==> config.mk <==
export PLATFORM = sky130hd
export DESIGN_NAME = branch_predictor
export DESIGN_NICKNAME = d
export VERILOG_FILES = /design/src/rtl/branch_predictor.sv
export SDC_FILE = /design/constraint.sdc
export NUM_CORES = 1
export LEC_CHECK = 0
export CAP_MARGIN = 20
export CORE_AREA = 2 2 206 208
export CTS_CLUSTER_SIZE = 24
export DETAILED_ROUTE_END_ITERATION = 7
export DIE_AREA = 0 0 208 210
export PLACE_DENSITY = 0.49
export SETUP_SLACK_MARGIN = 0.1
export SLEW_MARGIN = 20
export SYNTH_ARGS = -nofsm -noshare
export SYNTH_HDL_FRONTEND = slang
export SYNTH_SLANG_ARGS = --single-unit
==> constraint.sdc <==
create_clock -name clk_i -period 3.3 [get_ports clk_i]
set_input_delay 0.66 -clock clk_i [delete_from_list [all_inputs] [get_ports clk_i]]
set_output_delay 0.66 -clock clk_i [all_outputs]
set_load 0.1 [all_outputs]
==> src/rtl/branch_predictor.sv <==
// Branch predictor: a direct-mapped table of 2-bit saturating counters.
// Prediction is combinational at fetch, and the table is trained at the M stage.
// Optional feature: define BPRED_STATS_EN to add resolve and mispredict counters.
module branch_predictor #(
  parameter int IDX_W = 4
) (
  input  logic        clk_i,
  input  logic        rst_n_i,
  input  logic [63:0] f_pc_i,
  input  logic [3:0]  f_icode_i,
  input  logic [3:0]  f_ifun_i,
  input  logic [63:0] f_valC_i,
  input  logic [63:0] f_valP_i,
  output logic [63:0] f_pred_pc_o,
  output logic        f_pred_taken_o,
  input  logic [3:0]  M_icode_i,
  input  logic [3:0]  M_ifun_i,
  input  logic        M_valid_i,
  input  logic [63:0] M_pc_i,
  input  logic        M_Cnd_i,
  input  logic        M_pred_taken_i,
  input  logic [63:0] M_target_i,
  input  logic [63:0] M_valA_i,
  output logic        m_mispred_o,
  output logic [63:0] m_redirect_pc_o
`ifdef BPRED_STATS_EN
  ,
  output logic [31:0] stat_branches_o,
  output logic [31:0] stat_mispred_o
`endif
);

  localparam logic [3:0] IJXX    = 4'h7;
  localparam logic [3:0] ICALL   = 4'h8;
  localparam int         ENTRIES = 1 << IDX_W;

  logic [1:0]       bht [ENTRIES];
  logic [IDX_W-1:0] f_idx;
  logic [IDX_W-1:0] m_idx;
  logic [1:0]       f_ctr;
  logic [1:0]       m_ctr;
  logic             resolve;

  // The table has no tags, so only the low PC bits select an entry.
  logic unused_pc_bits;
  assign unused_pc_bits = ^{f_pc_i[63:IDX_W], M_pc_i[63:IDX_W]};

  assign f_idx   = f_pc_i[IDX_W-1:0];
  assign m_idx   = M_pc_i[IDX_W-1:0];
  assign f_ctr   = bht[f_idx];
  assign m_ctr   = bht[m_idx];
  assign resolve = M_valid_i && (M_icode_i == IJXX) && (M_ifun_i != 4'h0);

  // Fetch prediction reads the stored counter, so a same-cycle update is not yet visible.
  always_comb begin
    f_pred_taken_o = 1'b0;
    f_pred_pc_o    = f_valP_i;
    if (f_icode_i == IJXX) begin
      if (f_ifun_i == 4'h0 || f_ctr[1]) begin
        f_pred_taken_o = 1'b1;
        f_pred_pc_o    = f_valC_i;
      end
    end else if (f_icode_i == ICALL) begin
      f_pred_pc_o = f_valC_i;
    end
  end

  // A misprediction is only possible for a real conditional jump; redirect is zero otherwise.
  always_comb begin
    m_mispred_o     = resolve && (M_Cnd_i != M_pred_taken_i);
    m_redirect_pc_o = 64'h0;
    if (m_mispred_o) begin
      m_redirect_pc_o = M_Cnd_i ? M_target_i : M_valA_i;
    end
  end

  // Train the resolved entry toward the actual outcome, saturating at both ends.
  always_ff @(posedge clk_i or negedge rst_n_i) begin
    if (!rst_n_i) begin
      for (int i = 0; i < ENTRIES; i++) begin
        bht[i] <= 2'b10;
      end
    end else if (resolve) begin
      if (M_Cnd_i && m_ctr != 2'b11) begin
        bht[m_idx] <= m_ctr + 2'b01;
      end else if (!M_Cnd_i && m_ctr != 2'b00) begin
        bht[m_idx] <= m_ctr - 2'b01;
      end
    end
  end

`ifdef BPRED_STATS_EN
  logic [31:0] stat_branches_q;
  logic [31:0] stat_mispred_q;

  // Count resolve events and mispredict cycles, sticking at the all-ones value.
  always_ff @(posedge clk_i or negedge rst_n_i) begin
    if (!rst_n_i) begin
      stat_branches_q <= 32'h0;
      stat_mispred_q  <= 32'h0;
    end else begin
      if (resolve && stat_branches_q != 32'hFFFF_FFFF) begin
        stat_branches_q <= stat_branches_q + 32'h1;
      end
      if (m_mispred_o && stat_mispred_q != 32'hFFFF_FFFF) begin
        stat_mispred_q <= stat_mispred_q + 32'h1;
      end
    end
  end

  assign stat_branches_o = stat_branches_q;
  assign stat_mispred_o  = stat_mispred_q;
`endif

endmodule

==> results.ini, run 1 <==
[detailed_routing]
first_pass_iters = 4
wl_um = 32920
final_antenna_net_count = 0
viasPerCell = 4.288
wl_per_cell_um = 20.05
drc_errors = 0
vias = 7041
drtIter0Drc = 238

[layout]
final_layout_size_suffix_gt1_share_pct = 46.60
stdcell_count = 1642
nFillCells = 4073
synthToLayoutAreaGrowth_pct = 159.4
antenna_cells = 0
layout.nets = 1509
finalInstanceArea_um2 = 14410

[power]
power.leakage_nw = 5.284
max-vdd-ir-drop_uv = 203.8
powerDensity_nw_per_um2 = 199.5
power_mw = 2.874

[floorplan]
fp-row-count = 75
ioPinCount = 535
die_y_um = 210
die_w_um = 208
dieArea_um2 = 43680
initial_core_util_pct = 13.39
coreArea_um2 = 41480

[global_route]
grt-busiest-layer = met2
grt_use_met2_pct = 25.72
grt_max_degree = 67
grt_usage_pct = 14.32
grt_overflow_total = 0
first_global_vias = 7562
gr-usage-met3_pct = 2.801
grt_first_pass_wirelength_um = 48470
antenna_found_initial = 1
grt_util_met1_pct = 17.78

[worst_hold_path]
hold_path_class = reg2reg

[worst_setup_path]
cp.required_ps = 2640
cp_max_fo = 32
cp_data_arrival_time_ps = 2600
end_kind = primary output
crit_path_start_kind = input pin
critical_path_class = in2out

[cts]
clock_path_buffers = 2
postCtsHoldBufs = 0
tritoncts = done
clk_latency_ps = 270
cts.sinks = 32
cts-root-buf = clkbuf_16
cts_htree_levels = 2
path_clk_slew_ps = 50
cts_buffers = 5

[synth]
syn_area_per_cell_um2 = 8.439
synthTopCellsByArea = o211ai_2 14%, mux2i_1 12%, o2111ai_1 10%
syn_inst = 658
synth-edff-count = 0
ys_seq_area_share_pct = 14.78
yosysTopAreaCell = o211ai_2
yosys_warnings = 0
async_reset_ff_share_pct = 100.0
syn-num-nets = 1065
syn_area_um2 = 5553
ys_ff_latch = 32
synthFlopType = dfstp_2
synth_cell_types = 37
yosysTopAreaCellShare_pct = 13.52

[sta]
max_slew_margin_pct = 45.67
tightest_slew_ps = 815.0
final_max_slew_viol_count = 0
hold_viol = 0
tns_ps = 0
clock_skew_ps = 6.293
rsz0062_at_grt = yes
max_freq_mhz = 306.8
setup_viol = 0
finalCriticalPeriod_ps = 3259
period_share_pct = 98.76

[placed_design]
dpl_cell_area_um2 = 12940
dpl.hpwl_um = 24050
placed_cells = 1601
numPortBuffers = 414
place_congestion = 0.7847

[run_status]
outcome = complete, no violations

[flow_run]
cap_viol_max_count = 0

==> cell type report <==
type | instances | area, um^2 | share of cell area, %
well taps | 539 | 674.4 | 4.682
inverters | 5 | 18.77 | 0.1303
repair buffers | 515 | 7039 | 48.87
flip-flops and latches | 32 | 820.8 | 5.698
clock buffers | 7 | 132.6 | 0.9207
multi-input cells | 543 | 5714 | 39.67
clock inverters | 1 | 5.005 | 0.03474
==> per-layer routing <==
metal	share of wire, %	vias up	wire, um
li1	-	3335	-
met1	42	3443	13690
met2	51	230	16770
met3	5.7	31	1891
met4	1.7	2	566
met5	0.039	-	13
==> synthesized netlist by cell type (8+ instances only) <==
cell       count
mux2_1        22
dfrtp_1       16
o2111ai_1     64
mux4_2        12
nand2_1      130
and2_1        66
buf_2         17
clkbuf_1      30
nor2_1        66
buf_4          9
dfstp_2       16
nor4_2        10
mux2i_1       67
o211ai_2      60
buf_6          8
mux2_2        13
==> where the power goes <==
| part | total, mW | switching, mW | leakage, nW | internal, mW |
|---|---|---|---|---|
| clock network | 0.437 | 0.159 | 0.0679 | 0.278 |
| registers | 0.422 | 0.00938 | 0.386 | 0.413 |
| logic | 2.02 | 1.10 | 4.83 | 0.915 |
| total | 2.87 | 1.27 | 5.28 | 1.61 |
==> placed cells by master (no fill, tap or decap), types with 4 or more instances in the layout <==
master,instances
buf_4,34
nor2_1,5
buf_16,11
o2111ai_1,6
o2111ai_4,16
buf_6,14
buf_12,166
mux4_2,12
o211ai_1,5
o2111ai_2,42
mux2i_1,67
nand2_1,128
dlygate4sd2_1,8
mux2_2,4
dfrtp_1,16
and2_1,64
mux2_4,31
clkbuf_16,6
buf_8,5
o211ai_4,60
or4_4,5
nor2_2,60
nor4_4,11
dfstp_2,16
clkdlybuf4s50_1,273
==> critical path, stage by stage <==
cell	delay, ps
clkdlybuf4s50_1	500
and4b_4	350
bufbuf_16	370
and2_1	210
o2111ai_4	150
o211ai_4	150
buf_12	200
==> worst paths after layout <==
path | start | to | slack [ps] | cells after the start
max | f_icode_i[0] | f_pred_pc_o[60] | 40 | 7
min | flip-flop | flip-flop | 500 | 1
max reg2reg | bht[1] | flip-flop | 290 | 8
min reg2reg | flip-flop | flip-flop | 500 | 1
max in group asynchronous | rst_n_i | bht[9] | 2140 | 2
min in group asynchronous | rst_n_i | async pin | 810 | 2
==> kinds of logic after synthesis <==
| family | after synthesis | synth area share [%] |
|---|---|---|
| compound gates | 133 | 25.15 |
| mux | 114 | 24.04 |
| simple gates | 292 | 25.51 |
| xor+xnor | 2 | 0.3155 |
| fa+ha+maj | 2 | 0.4506 |
| buf+inv | 83 | 9.756 |
| flops | 32 | 14.78 |
==> per-stage QoR <==
stage,util (%),hold slack [ps],setup slack [ps]
after detailed placement,31.19,470.7,-705.3
after CTS,34.19,482.7,10.53
after global placement,31.19,462.6,-672.9
final,34.73,501.8,41.04
after global routing,34.73,520.3,-36.72
after floorplan,-,364.4,-468.8
==> timing repair <==
item,in CTS,in global routing
resized for setup,129,28
buffers inserted,11,7
endpoints found under the hold margin,0,0
cloned,13,2
pin swaps,46,28
endpoints found under the setup margin,97,97
(Power assumes the default switching activity.)
==> run 2: changes to the inputs <==
Settings changed: ABC_AREA set to 1, CORE_AREA 2 2 206 208 to 2 2 210 212, CTS_BUF_LIST set to sky130_fd_sc_hd__clkbuf_16, DIE_AREA 0 0 208 210 to 0 0 212 214, PLACE_DENSITY 0.49 to 0.48.
==> results.ini, run 2 <==
[layout]
stdcell_count = 2020
layout.nets = 1841
final_cell_mix = 392 x nand2_1, 277 x clkdlybuf4s50_1, 161 x inv_1
final_common_cell = nand2_1
synthToLayoutAreaGrowth_pct = 132.5
finalInstanceArea_um2 = 12670
antenna_cells = 0
final_layout_size_suffix_gt1_share_pct = 21.88
nFillCells = 4594
fin_util_pct = 29.55

[worst_setup_path]
cp_slowest_cell = bufbuf_16
cp.required_ps = 2640
cp_common_cell = nand2_1
crit_path_start_kind = input pin
path_buf_inv = 6
cp_max_fo = 10
path_cells = clkdlybuf4s15_1 > buf_6 > inv_6 > nand2_1 > nand3_1 > nand3_2 > nand3_4 > nand3_4 > buf_12 > bufbuf_16 > nand2_1 > nand3_1 > nand2_1 > buf_12
cp_data_arrival_time_ps = 2430
cpPeakStageDelay_ps = 280
rr_startpoint = bht[25]
r2r_cells = 14
setup.worst_path.start = f_pc_i[0]
cp-endpoint = f_pred_pc_o[45]
crit_family = buffers and inverters
rrSetupSlack_ps = 970
critical_path_class = in2out
cp.depth = 14
end_kind = primary output

[synth]
synth_top_cells_by_count = 399 x nand2_1, 160 x inv_1, 76 x nand3_1
synthTopCellsByArea = nand2_1 27%, inv_1 11%, o211ai_1 9.0%
syn_area_per_cell_um2 = 5.312
ys_ff_latch = 32
synthFlopType = dfstp_2
synth_most_common_cell = nand2_1
ys_seq_area_share_pct = 15.06
yosys_warnings = 0
syn_inst = 1026
synth_cell_types = 33
async_reset_ff_share_pct = 100.0
syn-num-nets = 1433
yosysTopAreaCell = nand2_1
synth-edff-count = 0
yosysTopAreaCellShare_pct = 27.48
syn_area_um2 = 5450

[power]
netSwitchingPower_mw = 1.254
power_mw = 2.770
pwr-share-clk_pct = 15.4
max-vdd-ir-drop_uv = 170.4
powerDensity_nw_per_um2 = 218.6
seq_power_share_pct = 15.2
combPwrFrac_pct = 69.4
internal_power_mw = 1.516
power.leakage_nw = 5.624
p_sw_share_pct = 45.26

[flow_run]
cap_viol_max_count = 0

[detailed_routing]
first_pass_iters = 5
drc_errors = 0
drtIter0Drc = 458
viasPerCell = 4.139
wl_um = 31480
vias = 8360
wl_per_cell_um = 15.58
final_antenna_net_count = 0

[floorplan]
dieArea_um2 = 45370
coreArea_um2 = 42890
die_w_um = 212
initial_core_util_pct = 12.71
fp-row-count = 76
ioPinCount = 535
die_y_um = 214

[sta]
tightest_slew_ps = 512.9
setup_viol = 0
max_freq_mhz = 323.8
final_max_slew_viol_count = 0
clock_skew_ps = 2.624
rsz0062_at_grt = no
period_share_pct = 93.58
finalCriticalPeriod_ps = 3088
hold_viol = 0
whs_ps = 469.6
max_slew_margin_pct = 65.81

[global_route]
grt_first_pass_wirelength_um = 47890
antenna_found_initial = 0
grt_overflow_total = 0
first_global_vias = 8425
grt_max_degree = 66
grt_usage_pct = 13.32

[worst_hold_path]
hold_path_class = reg2reg

[cts]
path_clk_slew_ps = 50
cts-root-buf = clkbuf_16
cts_buffers = 5
clock_path_buffers = 2
tritoncts = done
clk_latency_ps = 280
cts.sinks = 32
cts_htree_levels = 2
postCtsHoldBufs = 0

[placed_design]
numPortBuffers = 414
placed_cells = 1999
dpl_cell_area_um2 = 12170
dpl.hpwl_um = 23860
place_congestion = 0.8223

[run_status]
outcome = complete, no violations

## run 2: cell count changes in the layout (fill, tap and decap cells not counted), sizes merged, moves of 35 or more
cell | previous run | this run
a21oi | 0 | 64
buf | 230 | 192
nand4 | 2 | 66
and2 | 66 | 0
nand3 | 0 | 80
o21ai | 1 | 38
o2111ai | 64 | 0
mux2 | 35 | 0
nand2 | 130 | 400
mux2i | 67 | 0
nor2 | 66 | 17
inv | 5 | 164
## run 2: how the worst min path moves through the flow
stage / from / end / slack [ps] / cells after the start
finish: bht[17] / bht[17] / 470 / 2
global route: bht[31] / bht[31] / 490 / 2
global placement: bht[11] / bht[11] / 460 / 2
floorplan: rst_n_i / async pin / 360 / 0
detailed placement: bht[17] / bht[17] / 460 / 2
CTS: bht[17] / bht[17] / 470 / 2
## run 2: cell families (layout without fill, tap and decap cells)
family | count (synthesis) | in the layout | share of synthesized area [%]
AOI/OAI and AO/OA | 182 | 182 | 20.29
xor gates and xnor gates | 2 | 2 | 0.4592
adders and majority gates | 2 | 2 | 0.4591
buffers and inverters | 242 | 651 | 18.20
DFF | 32 | 32 | 15.06
and+or+nand+nor | 566 | 566 | 45.52
## run 2: layer usage
layer,vias to the layer above,wire length [um],track usage (%)
met5,-,0,0
met4,0,433,1.995
met3,15,3124,3.768
met2,353,14990,23.52
met1,3837,12930,16.22
li1,4155,-,-
## run 2: cell type report
type	instances	area, um^2	area share, %
clock buffer	5	125.1	0.9875
clock inverter	3	11.26	0.08887
inverter	163	618.1	4.878
multi-input combinational	752	4034	31.84
sequential	32	820.8	6.478
tap	585	732.0	5.777
timing repair buffer	480	6330	49.96
## run 2: what timing repair did
item                                    4_1_cts  5_1_grt
buffers inserted                              7        0
endpoints found under the hold margin         0        0
resized for setup                            18       15
pin swaps                                     3        6
endpoints found under the setup margin      140       72
cloned                                        6        0
## run 2: worst min-delay path: cells and delay by family (launching register included)
kind               cells  cell delay (ps)
AOI/OAI and AO/OA      1               50
DFF                    1              360
and+or+nand+nor        1               50
## run 2: power groups by stage
stage / Sequential (mW) / Clock [mW] / Combinational, mW
2_1_floorplan: 0.424 / 0 / 0.972
3_3_place_gp: 0.426 / 0 / 1.84
3_5_place_dp: 0.427 / 0 / 1.85
4_1_cts: 0.421 / 0.436 / 1.94
5_1_grt: 0.423 / 0.448 / 2.03
6_report: 0.421 / 0.426 / 1.92
## run 2: metrics by stage
step / setup TNS [ps] / setup slack, ps
4_1_cts: 0 / 108.9
6_report: 0 / 211.8
5_1_grt: 0 / 105.8
3_5_place_dp: -4068 / -207.3
3_3_place_gp: -3012 / -159.7
2_1_floorplan: -7654 / -141.7
==> RTL change (flow settings as in run 1) <==
Build with the macro `BPRED_STATS_EN` defined.
--- a/src/rtl/branch_predictor.sv
+++ b/src/rtl/branch_predictor.sv
@@ -1,6 +1,8 @@
 // Branch predictor: a direct-mapped table of 2-bit saturating counters.
 // Prediction is combinational at fetch, and the table is trained at the M stage.
 // Optional feature: define BPRED_STATS_EN to add resolve and mispredict counters.
+`define BPRED_STATS_EN
+
 module branch_predictor #(
   parameter int IDX_W = 4
 ) (
Check against the original RTL (old outputs only; new: stat_branches_o and stat_mispred_o): equivalent (equiv_simple and equiv_induct, registers matched by name and starting in step).
==> RTL change against run 1 <==
- the run now ends with negative setup slack left
- power increased by 47%
- global-route usage increased by 1.7 points
- wire length increased by 10%
- cell area increased by 1.3%
- synthesized area increased by 19%
- sequential power increased to 3.0 times the old value
- synthesized cell count decreased by 5.3%
- largest cell class unchanged
- die area unchanged
- clock power increased to 2.6 times the old value
- worst setup slack got worse by 0.26 ns
- sequential cell count increased by 64
- final cell count increased by 2.6%
- combinational power decreased by 11%
==> RTL change: results (changes against run 1) <==
.. list-table::
   :header-rows: 1

   * - Metric
     - Value
   * - Area used by multi-input combinational logic
     - 4443 sq um (was 5714 sq um)
   * - Total number of multi-input combinational cells
     - 491 (was 543)
   * - Clk power
     - 1.15 mW (was 0.437 mW)
   * - Total Routed Length
     - 36290 um (was 32920 um)
   * - Antenna violations before repair
     - 7 (was 1)
   * - Weighted congestion at the end of routability-driven global placement
     - 0.9774 (was 0.7847)
   * - CTS HTree Levels
     - 3 (was 2)
   * - Arr. time, crit path
     - 2.86 ns (was 2.60 ns)
   * - Number of nets in the synthesized netlist
     - 1032 (was 1065)
   * - DRT iter0 DRCs
     - 318 (was 238)
   * - Top post-synthesis cells by count
     - nor2_1, mux2_2, dfrtp_1, mux2i_1, xnor2_1 (was nand2_1, mux2i_1, and2_1, nor2_1, o2111ai_1)
   * - Clock-pin transition on the worst setup and hold timing paths
     - 0.07 ns (was 0.05 ns)
   * - Count of inverters other than clock inverters in the layout
     - 9 (was 5)
   * - Cell Pwr Density
     - 289.2 nW/um^2 (was 199.5 nW/um^2)
   * - Final setup slack of the worst path
     - -0.2233 ns (was 0.04104 ns)
   * - Post-layout nets
     - 1546 (was 1509)
   * - Max Clock Skew
     - 0.01060 ns (was 0.006293 ns)
   * - Global Route Usage Sum
     - 16.06% (was 14.32%)
   * - Clock buffers
     - 9 (was 7)
   * - Total vias in the final route
     - 6920 (was 7041)
   * - Signal buffers share of area
     - 45.84% (was 48.87%)
   * - Worst-case headroom to the max-slew limit
     - 41.97% (was 45.67%)
   * - Primary FF master, synth
     - dfrtp_1 (was dfstp_2)
   * - Clock insertion delay at the later pin of the skew report
     - 0.35 ns (was 0.27 ns)
   * - Count of endpoints failing setup in the final report
     - 64 (was 0)
   * - Violations in the final reports
     - negative setup slack
   * - Outcome
     - complete, but fails checks (was finished, final reports clean)
   * - Beginning of the worst register-to-register path
     - bht[3] (was bht[1])
   * - Design internal power
     - 2.693 mW (was 1.606 mW)
   * - Layout cell share with drive strength beyond 1
     - 37.22% (was 46.60%)
   * - Seq cells
     - 96 (was 32)
   * - Wire length per cell
     - 21.55 um (was 20.05 um)
   * - Reg power frac
     - 30.2% (was 14.7%)
   * - Via count of the first global-routing pass
     - 7223 (was 7562)
   * - Global-route wire length before repair
     - 51890 um (was 48470 um)
   * - Path class of the lowest-slack min-delay path
     - in -> async (was reg -> reg)
   * - Finished Cell Area
     - 14600 sq um (was 14410 sq um)
   * - R2R setup slack
     - 0.16 ns (was 0.29 ns)
   * - Termination of the worst setup path
     - f_pred_pc_o[54] (was f_pred_pc_o[60])
   * - Placement-stage worst setup slack
     - -0.7406 ns (was -0.7053 ns)
RTL change: repair_timing:
item,in CTS,in global routing
setup buffers,8,4
cloned,8,1
resized for setup,36,16
setup endpoints to repair,111,119
pin swaps,9,9
RTL change: cells by family (layout without fill, tap and decap cells):
| kind of cell | after synthesis | in the layout | share of synthesized area [%] |
|---|---|---|---|
| buffers and inverters | 36 | 555 | 2.766 |
| other | 0 | 3 | 0 |
| multiplexers | 179 | 179 | 31.89 |
| adder cells (fa/ha/maj) | 4 | 4 | 0.7579 |
| XOR/XNOR | 62 | 62 | 8.223 |
| AO/OA/AOI/OAI | 14 | 14 | 1.971 |
| flip-flops | 96 | 96 | 36.68 |
| AND/OR/NAND/NOR | 232 | 232 | 17.72 |
RTL change: per-layer routing:
layer  track usage [%]  up-vias  part of all wire [%]
met5                 0        -                  0.11
met1             19.41     3329                    40
li1                  -     3288                     -
met3             4.589       30                   7.4
met2             28.47      267                    51
met4             3.106        6                   1.2
